### src/rtl/pipe_ctrl_pkg.sv
// pipe_ctrl_pkg: stage indices, forwarding/FSM enums and the shadow entry type for pipe_ctrl
package pipe_ctrl_pkg;

    localparam int STG_PC    = 0;
    localparam int STG_IFID  = 1;
    localparam int STG_IDEX  = 2;
    localparam int STG_EXMEM = 3;
    localparam int STG_MEMWB = 4;

    // widest register index a shadow entry can hold; narrower indices are zero-extended
    localparam int RD_MAX_W = 8;

    typedef enum logic [1:0] {
        FWD_REG   = 2'd0,
        FWD_EXMEM = 2'd1,
        FWD_MEMWB = 2'd2
    } fwd_sel_t;

    typedef enum logic {
        MEM_IDLE = 1'b0,
        MEM_WAIT = 1'b1
    } mem_state_t;

    typedef struct packed {
        logic                valid;
        logic [RD_MAX_W-1:0] rd;
        logic                reg_wr;
        logic                rd_mem;
    } shadow_ent_t;

    // an in-flight writer produces the value a reader needs; x0 is never a real dependency
    function automatic logic ent_match(shadow_ent_t e, logic [RD_MAX_W-1:0] rs, logic used);
        return e.valid & e.reg_wr & (e.rd != '0) & (e.rd == rs) & used;
    endfunction

endpackage

### src/rtl/pipe_ctrl_if.sv
// pipe_ctrl_if: ID decode, branch and data-memory status in, pipeline controls out; fwd selects exist with PIPE_CTRL_FWD_EN
interface pipe_ctrl_if #(
    parameter int REG_IDX_W = 5,
    parameter int CNT_W     = 32
);
    import pipe_ctrl_pkg::*;

    logic                 id_valid;
    logic [REG_IDX_W-1:0] id_rs1_idx;
    logic [REG_IDX_W-1:0] id_rs2_idx;
    logic                 id_rs1_used;
    logic                 id_rs2_used;
    logic [REG_IDX_W-1:0] id_rd_idx;
    logic                 id_reg_wr;
    logic                 id_rd_mem;
    logic                 br_taken;
    logic                 mem_req;
    logic                 mem_ready;
    logic [4:0]           stage_en;
    logic [4:0]           stage_clr;
`ifdef PIPE_CTRL_FWD_EN
    fwd_sel_t             fwd_a_sel;
    fwd_sel_t             fwd_b_sel;
`endif
    logic                 mem_timeout;
    logic [CNT_W-1:0]     stall_cnt;
    logic [CNT_W-1:0]     flush_cnt;

    modport master (
`ifdef PIPE_CTRL_FWD_EN
        input  fwd_a_sel, fwd_b_sel,
`endif
        output id_valid, id_rs1_idx, id_rs2_idx, id_rs1_used, id_rs2_used,
               id_rd_idx, id_reg_wr, id_rd_mem, br_taken, mem_req, mem_ready,
        input  stage_en, stage_clr, mem_timeout, stall_cnt, flush_cnt
    );

    modport slave (
`ifdef PIPE_CTRL_FWD_EN
        output fwd_a_sel, fwd_b_sel,
`endif
        input  id_valid, id_rs1_idx, id_rs2_idx, id_rs1_used, id_rs2_used,
               id_rd_idx, id_reg_wr, id_rd_mem, br_taken, mem_req, mem_ready,
        output stage_en, stage_clr, mem_timeout, stall_cnt, flush_cnt
    );

endinterface

### src/rtl/pipe_ctrl_scoreboard.sv
// pipe_ctrl_scoreboard: shadow of the ID/EX, EX/MEM, MEM/WB writers and their source-match vectors (EX-side matches with PIPE_CTRL_FWD_EN)
module pipe_ctrl_scoreboard
    import pipe_ctrl_pkg::*;
#(
    parameter int REG_IDX_W = 5
) (
    input  logic                 clk,
    input  logic                 rst,
    input  logic [4:0]           stage_en,
    input  logic [4:0]           stage_clr,
    input  logic                 id_valid,
    input  logic [REG_IDX_W-1:0] id_rs1_idx,
    input  logic [REG_IDX_W-1:0] id_rs2_idx,
    input  logic                 id_rs1_used,
    input  logic                 id_rs2_used,
    input  logic [REG_IDX_W-1:0] id_rd_idx,
    input  logic                 id_reg_wr,
    input  logic                 id_rd_mem,
`ifdef PIPE_CTRL_FWD_EN
    output logic                 idex_load,
    output logic [2:1]           ex_rs1_hit,
    output logic [2:1]           ex_rs2_hit,
`endif
    output logic [2:0]           rs1_hit,
    output logic [2:0]           rs2_hit
);

    shadow_ent_t ent [3];
    shadow_ent_t src [3];

    // each entry loads from the one upstream of it; ID/EX loads the decoded instruction
    always_comb begin
        src[0] = '{id_valid, RD_MAX_W'(id_rd_idx), id_reg_wr, id_rd_mem};
        src[1] = ent[0];
        src[2] = ent[1];
    end

    // entries advance and bubble on the very controls driven to the real pipeline registers
    always_ff @(posedge clk) begin
        if (!rst) begin
            ent <= '{default: '0};
        end else begin
            for (int i = 0; i < 3; i++)
                if (stage_clr[STG_IDEX+i]) ent[i] <= '0;
                else if (stage_en[STG_IDEX+i]) ent[i] <= src[i];
        end
    end

    // ID-stage sources against every in-flight writer
    always_comb begin
        for (int i = 0; i < 3; i++) begin
            rs1_hit[i] = id_valid & ent_match(ent[i], RD_MAX_W'(id_rs1_idx), id_rs1_used);
            rs2_hit[i] = id_valid & ent_match(ent[i], RD_MAX_W'(id_rs2_idx), id_rs2_used);
        end
    end

`ifdef PIPE_CTRL_FWD_EN
    logic [RD_MAX_W-1:0] ex_rs1, ex_rs2;
    logic                ex_u1, ex_u2;

    assign idex_load = ent[0].rd_mem;

    // the EX instruction's sources ride along with the ID/EX entry for the forwarding compare
    always_ff @(posedge clk) begin
        if (!rst) begin
            {ex_rs1, ex_rs2, ex_u1, ex_u2} <= '0;
        end else if (stage_en[STG_IDEX] && !stage_clr[STG_IDEX]) begin
            ex_rs1 <= RD_MAX_W'(id_rs1_idx);
            ex_rs2 <= RD_MAX_W'(id_rs2_idx);
            ex_u1  <= id_rs1_used;
            ex_u2  <= id_rs2_used;
        end
    end

    // EX-stage sources against the two older writers that can forward
    always_comb begin
        for (int i = 1; i < 3; i++) begin
            ex_rs1_hit[i] = ent[0].valid & ent_match(ent[i], ex_rs1, ex_u1);
            ex_rs2_hit[i] = ent[0].valid & ent_match(ent[i], ex_rs2, ex_u2);
        end
    end
`endif

endmodule

### src/rtl/pipe_ctrl.sv
// pipe_ctrl: stall/flush/bubble control for the 5-stage RV32 pipeline; PIPE_CTRL_FWD_EN adds EX operand forwarding
module pipe_ctrl
    import pipe_ctrl_pkg::*;
#(
    parameter int REG_IDX_W   = 5,
    parameter int CNT_W       = 32,
    parameter int MEM_TIMEOUT = 0
) (
    input logic        clk,
    input logic        rst,
    pipe_ctrl_if.slave bus
);

    mem_state_t       state, state_nxt;
    logic [31:0]      wait_cnt, wait_cnt_nxt, cnt_now;
    logic             raw_wait, tmo_hit, mem_wait, hazard;
    logic             stall_evt, flush_evt;
    logic [2:0]       rs1_hit, rs2_hit;
    logic [CNT_W-1:0] stall_q, flush_q;

`ifdef PIPE_CTRL_FWD_EN
    logic       idex_load;
    logic [2:1] ex_rs1_hit, ex_rs2_hit;
`endif

    pipe_ctrl_scoreboard #(.REG_IDX_W(REG_IDX_W)) u_sb (
        .clk         (clk),
        .rst         (rst),
        .stage_en    (bus.stage_en),
        .stage_clr   (bus.stage_clr),
        .id_valid    (bus.id_valid),
        .id_rs1_idx  (bus.id_rs1_idx),
        .id_rs2_idx  (bus.id_rs2_idx),
        .id_rs1_used (bus.id_rs1_used),
        .id_rs2_used (bus.id_rs2_used),
        .id_rd_idx   (bus.id_rd_idx),
        .id_reg_wr   (bus.id_reg_wr),
        .id_rd_mem   (bus.id_rd_mem),
`ifdef PIPE_CTRL_FWD_EN
        .idex_load   (idex_load),
        .ex_rs1_hit  (ex_rs1_hit),
        .ex_rs2_hit  (ex_rs2_hit),
`endif
        .rs1_hit     (rs1_hit),
        .rs2_hit     (rs2_hit)
    );

    // memory wait: the first unready cycle counts as wait cycle 1, so a timeout of N releases on the N-th
    always_comb begin
        cnt_now      = (state == MEM_IDLE) ? 32'd1 : wait_cnt;
        raw_wait     = (state == MEM_IDLE) ? (bus.mem_req & ~bus.mem_ready) : ~bus.mem_ready;
        tmo_hit      = (MEM_TIMEOUT != 0) && raw_wait && (cnt_now == 32'(MEM_TIMEOUT));
        mem_wait     = raw_wait & ~tmo_hit;
        state_nxt    = mem_wait ? MEM_WAIT : MEM_IDLE;
        wait_cnt_nxt = mem_wait ? cnt_now + 32'd1 : 32'd0;
    end

    // memory FSM state and wait counter
    always_ff @(posedge clk) begin
        if (!rst) begin
            state    <= MEM_IDLE;
            wait_cnt <= '0;
        end else begin
            state    <= state_nxt;
            wait_cnt <= wait_cnt_nxt;
        end
    end

`ifdef PIPE_CTRL_FWD_EN
    assign hazard = idex_load & (rs1_hit[0] | rs2_hit[0]);
`else
    assign hazard = |{rs1_hit, rs2_hit};
`endif

    // priority: memory wait freezes everything, a branch discards the younger slots, a hazard bubbles ID/EX
    always_comb begin
        bus.stage_en  = 5'b11111;
        bus.stage_clr = 5'b00000;
        stall_evt     = 1'b0;
        flush_evt     = 1'b0;
        if (!rst) begin
            bus.stage_en  = 5'b00000;
            bus.stage_clr = 5'b11111;
        end else if (mem_wait) begin
            bus.stage_en  = 5'b10000;
            bus.stage_clr = 5'b10000;
            stall_evt     = 1'b1;
        end else if (bus.br_taken) begin
            bus.stage_clr = 5'b01110;
            flush_evt     = 1'b1;
        end else if (hazard) begin
            bus.stage_en  = 5'b11100;
            bus.stage_clr = 5'b00100;
            stall_evt     = 1'b1;
        end
    end

    assign bus.mem_timeout = rst & tmo_hit;

    // saturating performance counters
    always_ff @(posedge clk) begin
        if (!rst) begin
            stall_q <= '0;
            flush_q <= '0;
        end else begin
            if (stall_evt && stall_q != '1) stall_q <= stall_q + 1'b1;
            if (flush_evt && flush_q != '1) flush_q <= flush_q + 1'b1;
        end
    end

    assign bus.stall_cnt = stall_q;
    assign bus.flush_cnt = flush_q;

`ifdef PIPE_CTRL_FWD_EN
    // the EX/MEM result is newer than MEM/WB, so it wins when both hold the source
    always_comb begin
        bus.fwd_a_sel = !rst ? FWD_REG : ex_rs1_hit[1] ? FWD_EXMEM : ex_rs1_hit[2] ? FWD_MEMWB : FWD_REG;
        bus.fwd_b_sel = !rst ? FWD_REG : ex_rs2_hit[1] ? FWD_EXMEM : ex_rs2_hit[2] ? FWD_MEMWB : FWD_REG;
    end
`endif

endmodule

### src/flat_wrapper.sv
// flat-port wrapper written by rule: the top's interface ports become plain ports
module pipe_ctrl_flat import pipe_ctrl_pkg::*;
#(
    parameter int REG_IDX_W   = 5,
    parameter int CNT_W       = 32,
    parameter int MEM_TIMEOUT = 0
)
  (clk, rst, bus_id_valid, bus_id_rs1_idx, bus_id_rs2_idx, bus_id_rs1_used, bus_id_rs2_used, bus_id_rd_idx, bus_id_reg_wr, bus_id_rd_mem, bus_br_taken, bus_mem_req, bus_mem_ready, bus_stage_en, bus_stage_clr, bus_mem_timeout, bus_stall_cnt, bus_flush_cnt);
  pipe_ctrl_if #(.REG_IDX_W(REG_IDX_W), .CNT_W(CNT_W)) bus_i ();
  input logic clk;
  input logic rst;
  input wire logic [$bits(bus_i.id_valid)-1:0] bus_id_valid;
  input wire logic [$bits(bus_i.id_rs1_idx)-1:0] bus_id_rs1_idx;
  input wire logic [$bits(bus_i.id_rs2_idx)-1:0] bus_id_rs2_idx;
  input wire logic [$bits(bus_i.id_rs1_used)-1:0] bus_id_rs1_used;
  input wire logic [$bits(bus_i.id_rs2_used)-1:0] bus_id_rs2_used;
  input wire logic [$bits(bus_i.id_rd_idx)-1:0] bus_id_rd_idx;
  input wire logic [$bits(bus_i.id_reg_wr)-1:0] bus_id_reg_wr;
  input wire logic [$bits(bus_i.id_rd_mem)-1:0] bus_id_rd_mem;
  input wire logic [$bits(bus_i.br_taken)-1:0] bus_br_taken;
  input wire logic [$bits(bus_i.mem_req)-1:0] bus_mem_req;
  input wire logic [$bits(bus_i.mem_ready)-1:0] bus_mem_ready;
  output wire logic [$bits(bus_i.stage_en)-1:0] bus_stage_en;
  output wire logic [$bits(bus_i.stage_clr)-1:0] bus_stage_clr;
  output wire logic [$bits(bus_i.mem_timeout)-1:0] bus_mem_timeout;
  output wire logic [$bits(bus_i.stall_cnt)-1:0] bus_stall_cnt;
  output wire logic [$bits(bus_i.flush_cnt)-1:0] bus_flush_cnt;
  assign bus_i.id_valid = bus_id_valid;
  assign bus_i.id_rs1_idx = bus_id_rs1_idx;
  assign bus_i.id_rs2_idx = bus_id_rs2_idx;
  assign bus_i.id_rs1_used = bus_id_rs1_used;
  assign bus_i.id_rs2_used = bus_id_rs2_used;
  assign bus_i.id_rd_idx = bus_id_rd_idx;
  assign bus_i.id_reg_wr = bus_id_reg_wr;
  assign bus_i.id_rd_mem = bus_id_rd_mem;
  assign bus_i.br_taken = bus_br_taken;
  assign bus_i.mem_req = bus_mem_req;
  assign bus_i.mem_ready = bus_mem_ready;
  assign bus_stage_en = bus_i.stage_en;
  assign bus_stage_clr = bus_i.stage_clr;
  assign bus_mem_timeout = bus_i.mem_timeout;
  assign bus_stall_cnt = bus_i.stall_cnt;
  assign bus_flush_cnt = bus_i.flush_cnt;
  pipe_ctrl #(.REG_IDX_W(REG_IDX_W), .CNT_W(CNT_W), .MEM_TIMEOUT(MEM_TIMEOUT)) u_core (.clk(clk), .rst(rst), .bus(bus_i));
endmodule
### config.mk
export PLATFORM = sky130hd
export DESIGN_NAME = pipe_ctrl_flat
export DESIGN_NICKNAME = d
export VERILOG_FILES = /design/src/rtl/pipe_ctrl_pkg.sv /design/src/rtl/pipe_ctrl_if.sv /design/src/rtl/pipe_ctrl_scoreboard.sv /design/src/rtl/pipe_ctrl.sv /design/src/flat_wrapper.sv
export SDC_FILE = /design/constraint.sdc
export NUM_CORES = 1
export LEC_CHECK = 0
export CAP_MARGIN = 20
export CELL_PAD_IN_SITES_DETAIL_PLACEMENT = 1
export CELL_PAD_IN_SITES_GLOBAL_PLACEMENT = 1
export CORE_UTILIZATION = 40
export DETAILED_ROUTE_END_ITERATION = 16
export GPL_TIMING_DRIVEN = 1
export PLACE_DENSITY = 0.91
export SLEW_MARGIN = 20
export SYNTH_ARGS = -nofsm -noshare
export SYNTH_HDL_FRONTEND = slang
export SYNTH_HIERARCHICAL = 1
export SYNTH_SLANG_ARGS = --single-unit
### constraint.sdc
create_clock -name clk -period 7.4 [get_ports clk]
set_input_delay 1.85 -clock clk [delete_from_list [all_inputs] [get_ports clk]]
set_output_delay 1.85 -clock clk [all_outputs]
set_load 0.01 [all_outputs]
==> metrics <==
run status finished, final reports clean; initial antenna violation count 0; EDFF count, synth 0; largest net degree at the start of global routing 48; unrepaired setup endpoints after global routing false; max-slew violations 0; Synth Area in Compound Gates 15.08%; largest family of logic cells by synthesized area simple AND/OR/NAND/NOR gates; LEAKAGE 1.881 nW; initial DRC count 142; ANT nets after route 0; register cell area after layout 1722 sq um; area delta synth->final 29.42%; xor/xnor share of the synthesized area 6.166%; DRT Pass-1 Iters 4; GRT Total Usage 24.63%; critical path launch point type input port; Ant. Diodes 0; Hold Path End u_core/bus.stall_cnt[27]; Residual DRC 0; clk_lat worst skew 350 ps; wire per inst 18.12 microns; Mean Syn Cell Area 8.481 sq um; Rows 38; # fillers 1292; Place WS 1166 ps; CP arrival 4410 ps; Worst-Margin Slew 981.2 ps; post-synthesis adder-cell area fraction 0.5505%; dpl cells 748; Vias per Instance 5.923; worst relative slew slack 33.89%; Final Hold Vio Count 0; CP required 5550 ps; total CTS buffers 9; Main synth FF type dfxtp_1; Max H-tree Level 3; peak supply drop 119.0 uV; final wirelength 13.86 mm; fmax 159.7 MHz; Post-CTS Hold Buffers 0; Worst Min Path Start u_core/bus.stall_cnt[27]; Core Area 10940 sq um; IO Pins 100; nets 647; # setup viols final 0; Post-CTS Resized 0; clk root buf clkbuf_16; first-pass GRT wire length 22.91 mm; Tcrit/Tclk final 84.59%; r2r worst-path depth 8; hold path cells 2; die width 108.6 microns; portion of netlist area occupied by mux cells 7.927%; sequential area share after synthesis 37.88%; clk sink count 86; FF-to-FF Start u_core/u_sb/ent[14]; Final Non-Filler Cells 765; Worst Setup SP bus_id_rs1_idx[4]; multi-input combinational cell area 2650 sq um; Die H 108.6 microns; CP Capture Type output port; worst hold path class reg -> reg; total grt overflow 0; clock tree buffer depth 2; crit path time final 6260 ps; Synth warnings 6; die footprint 11790 sq um; layout cells sized above 1 5.120%; Mapped Cells 536; RD Place Congestion 0.8670; via count 4531; final setup margin 1140 ps; synthesized area 4546 sq um; Async S/R FF share, synth 0%; Yosys cell types 49; R2R Path End u_core/bus.stall_cnt[14]; postcts setup bufs 0; max cap viols 0; total negative setup slack 0 ps; vias in the first global route 4721; Crit Path Class in -> out; flops & latches, synth 86; simple logic cell fraction of the synthesized area 28.46%; post-DP HPWL 9.675 mm; r2r setup slk 3950 ps; clock-pin slew on the worst setup and hold paths 60 ps; TritonCTS clock tree done; Initial Util 41.57%; CP Max Fanout 3; Pwr per Cell Area 172.0 nW/um^2; Syn Nets 563; port bufs 97; worst clock skew 6.586 ps
cells by family (layout without fill, tap and decap cells):
| family | after synthesis | in the layout |
|---|---|---|
| buffers and inverters | 38 | 127 |
| muxes | 36 | 36 |
| adders and majority gates | 2 | 2 |
| DFF | 86 | 86 |
| other | 1 | 1 |
| xor gates and xnor gates | 32 | 32 |
| and+or+nand+nor | 232 | 232 |
| AOI/OAI and AO/OA | 109 | 109 |
metal layers:
| metal | vias to the layer above | GRT usage [%] | wire length (microns) |
|---|---|---|---|
| met5 | - | 0 | 0 |
| met4 | 0 | 11.10 | 274 |
| met3 | 18 | 3.978 | 446 |
| met2 | 96 | 42.72 | 7008 |
| met1 | 2246 | 29.75 | 6131 |
| li1 | 2171 | - | - |
critical path, cell delays in order:
cell and delay (ps):
clkdlybuf4s50_1 520, xnor2_1 190, nand4_1 130, nor4_1 60, or4_1 560, nor3_1 310
nor2_1 80, nor2_1 150, clkdlybuf4s50_1 560
Yosys cell counts (all sizes together) (2+ instances only):
master	number	area share, %
o41ai	3	0.58
nand2	41	3.4
inv	9	0.74
buf	15	1.9
and4	5	0.96
nor4b	3	0.58
o311ai	2	0.39
a21oi	40	4.4
nand3	25	2.8
or2	4	0.55
clkbuf	13	1.1
nor2	38	3.2
or4	25	4.2
o31ai	19	3.1
a31oi	2	0.28
xnor2	26	5.0
ha	2	0.55
and3	7	0.96
or3	21	2.9
nand4	27	3.9
dfxtp	86	38
xor2	6	1.2
o21bai	2	0.33
a211o	2	0.39
nand2b	14	1.9
nor3	2	0.22
nor4	17	2.5
mux2i	36	7.9
o211ai	6	1.3
o21ai	27	3.0
state kept, by name, summed over array words and instances, names as in the netlist:
| signal | count |
|---|---|
| u_core/state | 1 |
| u_core/u_sb/ent | 21 |
| u_core/bus.flush_cnt | 32 |
| u_core/bus.stall_cnt | 32 |
placed cells by master (no fill, tap or decap), drive strengths merged, types with 5 or more instances in the layout:
cell,n
clkdlybuf4s50,96
dfxtp,86
nand2,41
a21oi,40
nor2,38
mux2i,36
nand4,27
o21ai,27
xnor2,26
nand3,25
or4,25
or3,21
o31ai,19
nor4,17
nand2b,14
clkbuf,14
inv,9
and3,7
xor2,6
o211ai,6
and4,5
report_power, final:
part           switching [mW]  leakage [nW]  internal (mW)
logic                  0.0378          1.04         0.0348
clock network           0.189         0.146          0.280
registers             0.00483         0.693          0.466
total                   0.232          1.88          0.780
per-stage QoR:
step / area [sq um] / hold WS [ps] / utilization (%) / power (mW)
detailed placement: 5572 / 486.1 / 50.95 / 0.5527
finish: 5883 / 504.2 / 53.80 / 1.012
global placement: 5572 / 472.3 / 50.95 / 0.5494
floorplan: 4546 / 479.8 / - / 0.5194
CTS: 5874 / 496.9 / 53.72 / 1.019
global route: 5883 / 536.0 / 53.80 / 1.041
worst max path at each step:
| stage | to | slack, ps |
|---|---|---|
| after CTS | bus_stage_en[1] | 1140 |
| after floorplan | bus_stage_en[1] | 2330 |
| after detailed placement | bus_stage_en[1] | 1170 |
| after global routing | bus_stage_en[1] | 1030 |
| final | bus_stage_en[1] | 1140 |
| after global placement | bus_stage_en[1] | 1290 |
area by class of cell:
cell class                 instances  area share (%)
clock buffer                      13           4.424
clock inverter                     3          0.7231
timing repair buffer             101           16.93
multi-input combinational        412           45.04
tap                              140           2.977
sequential                        86           29.26
inverter                          10          0.6380
(Power assumes the default switching activity.)
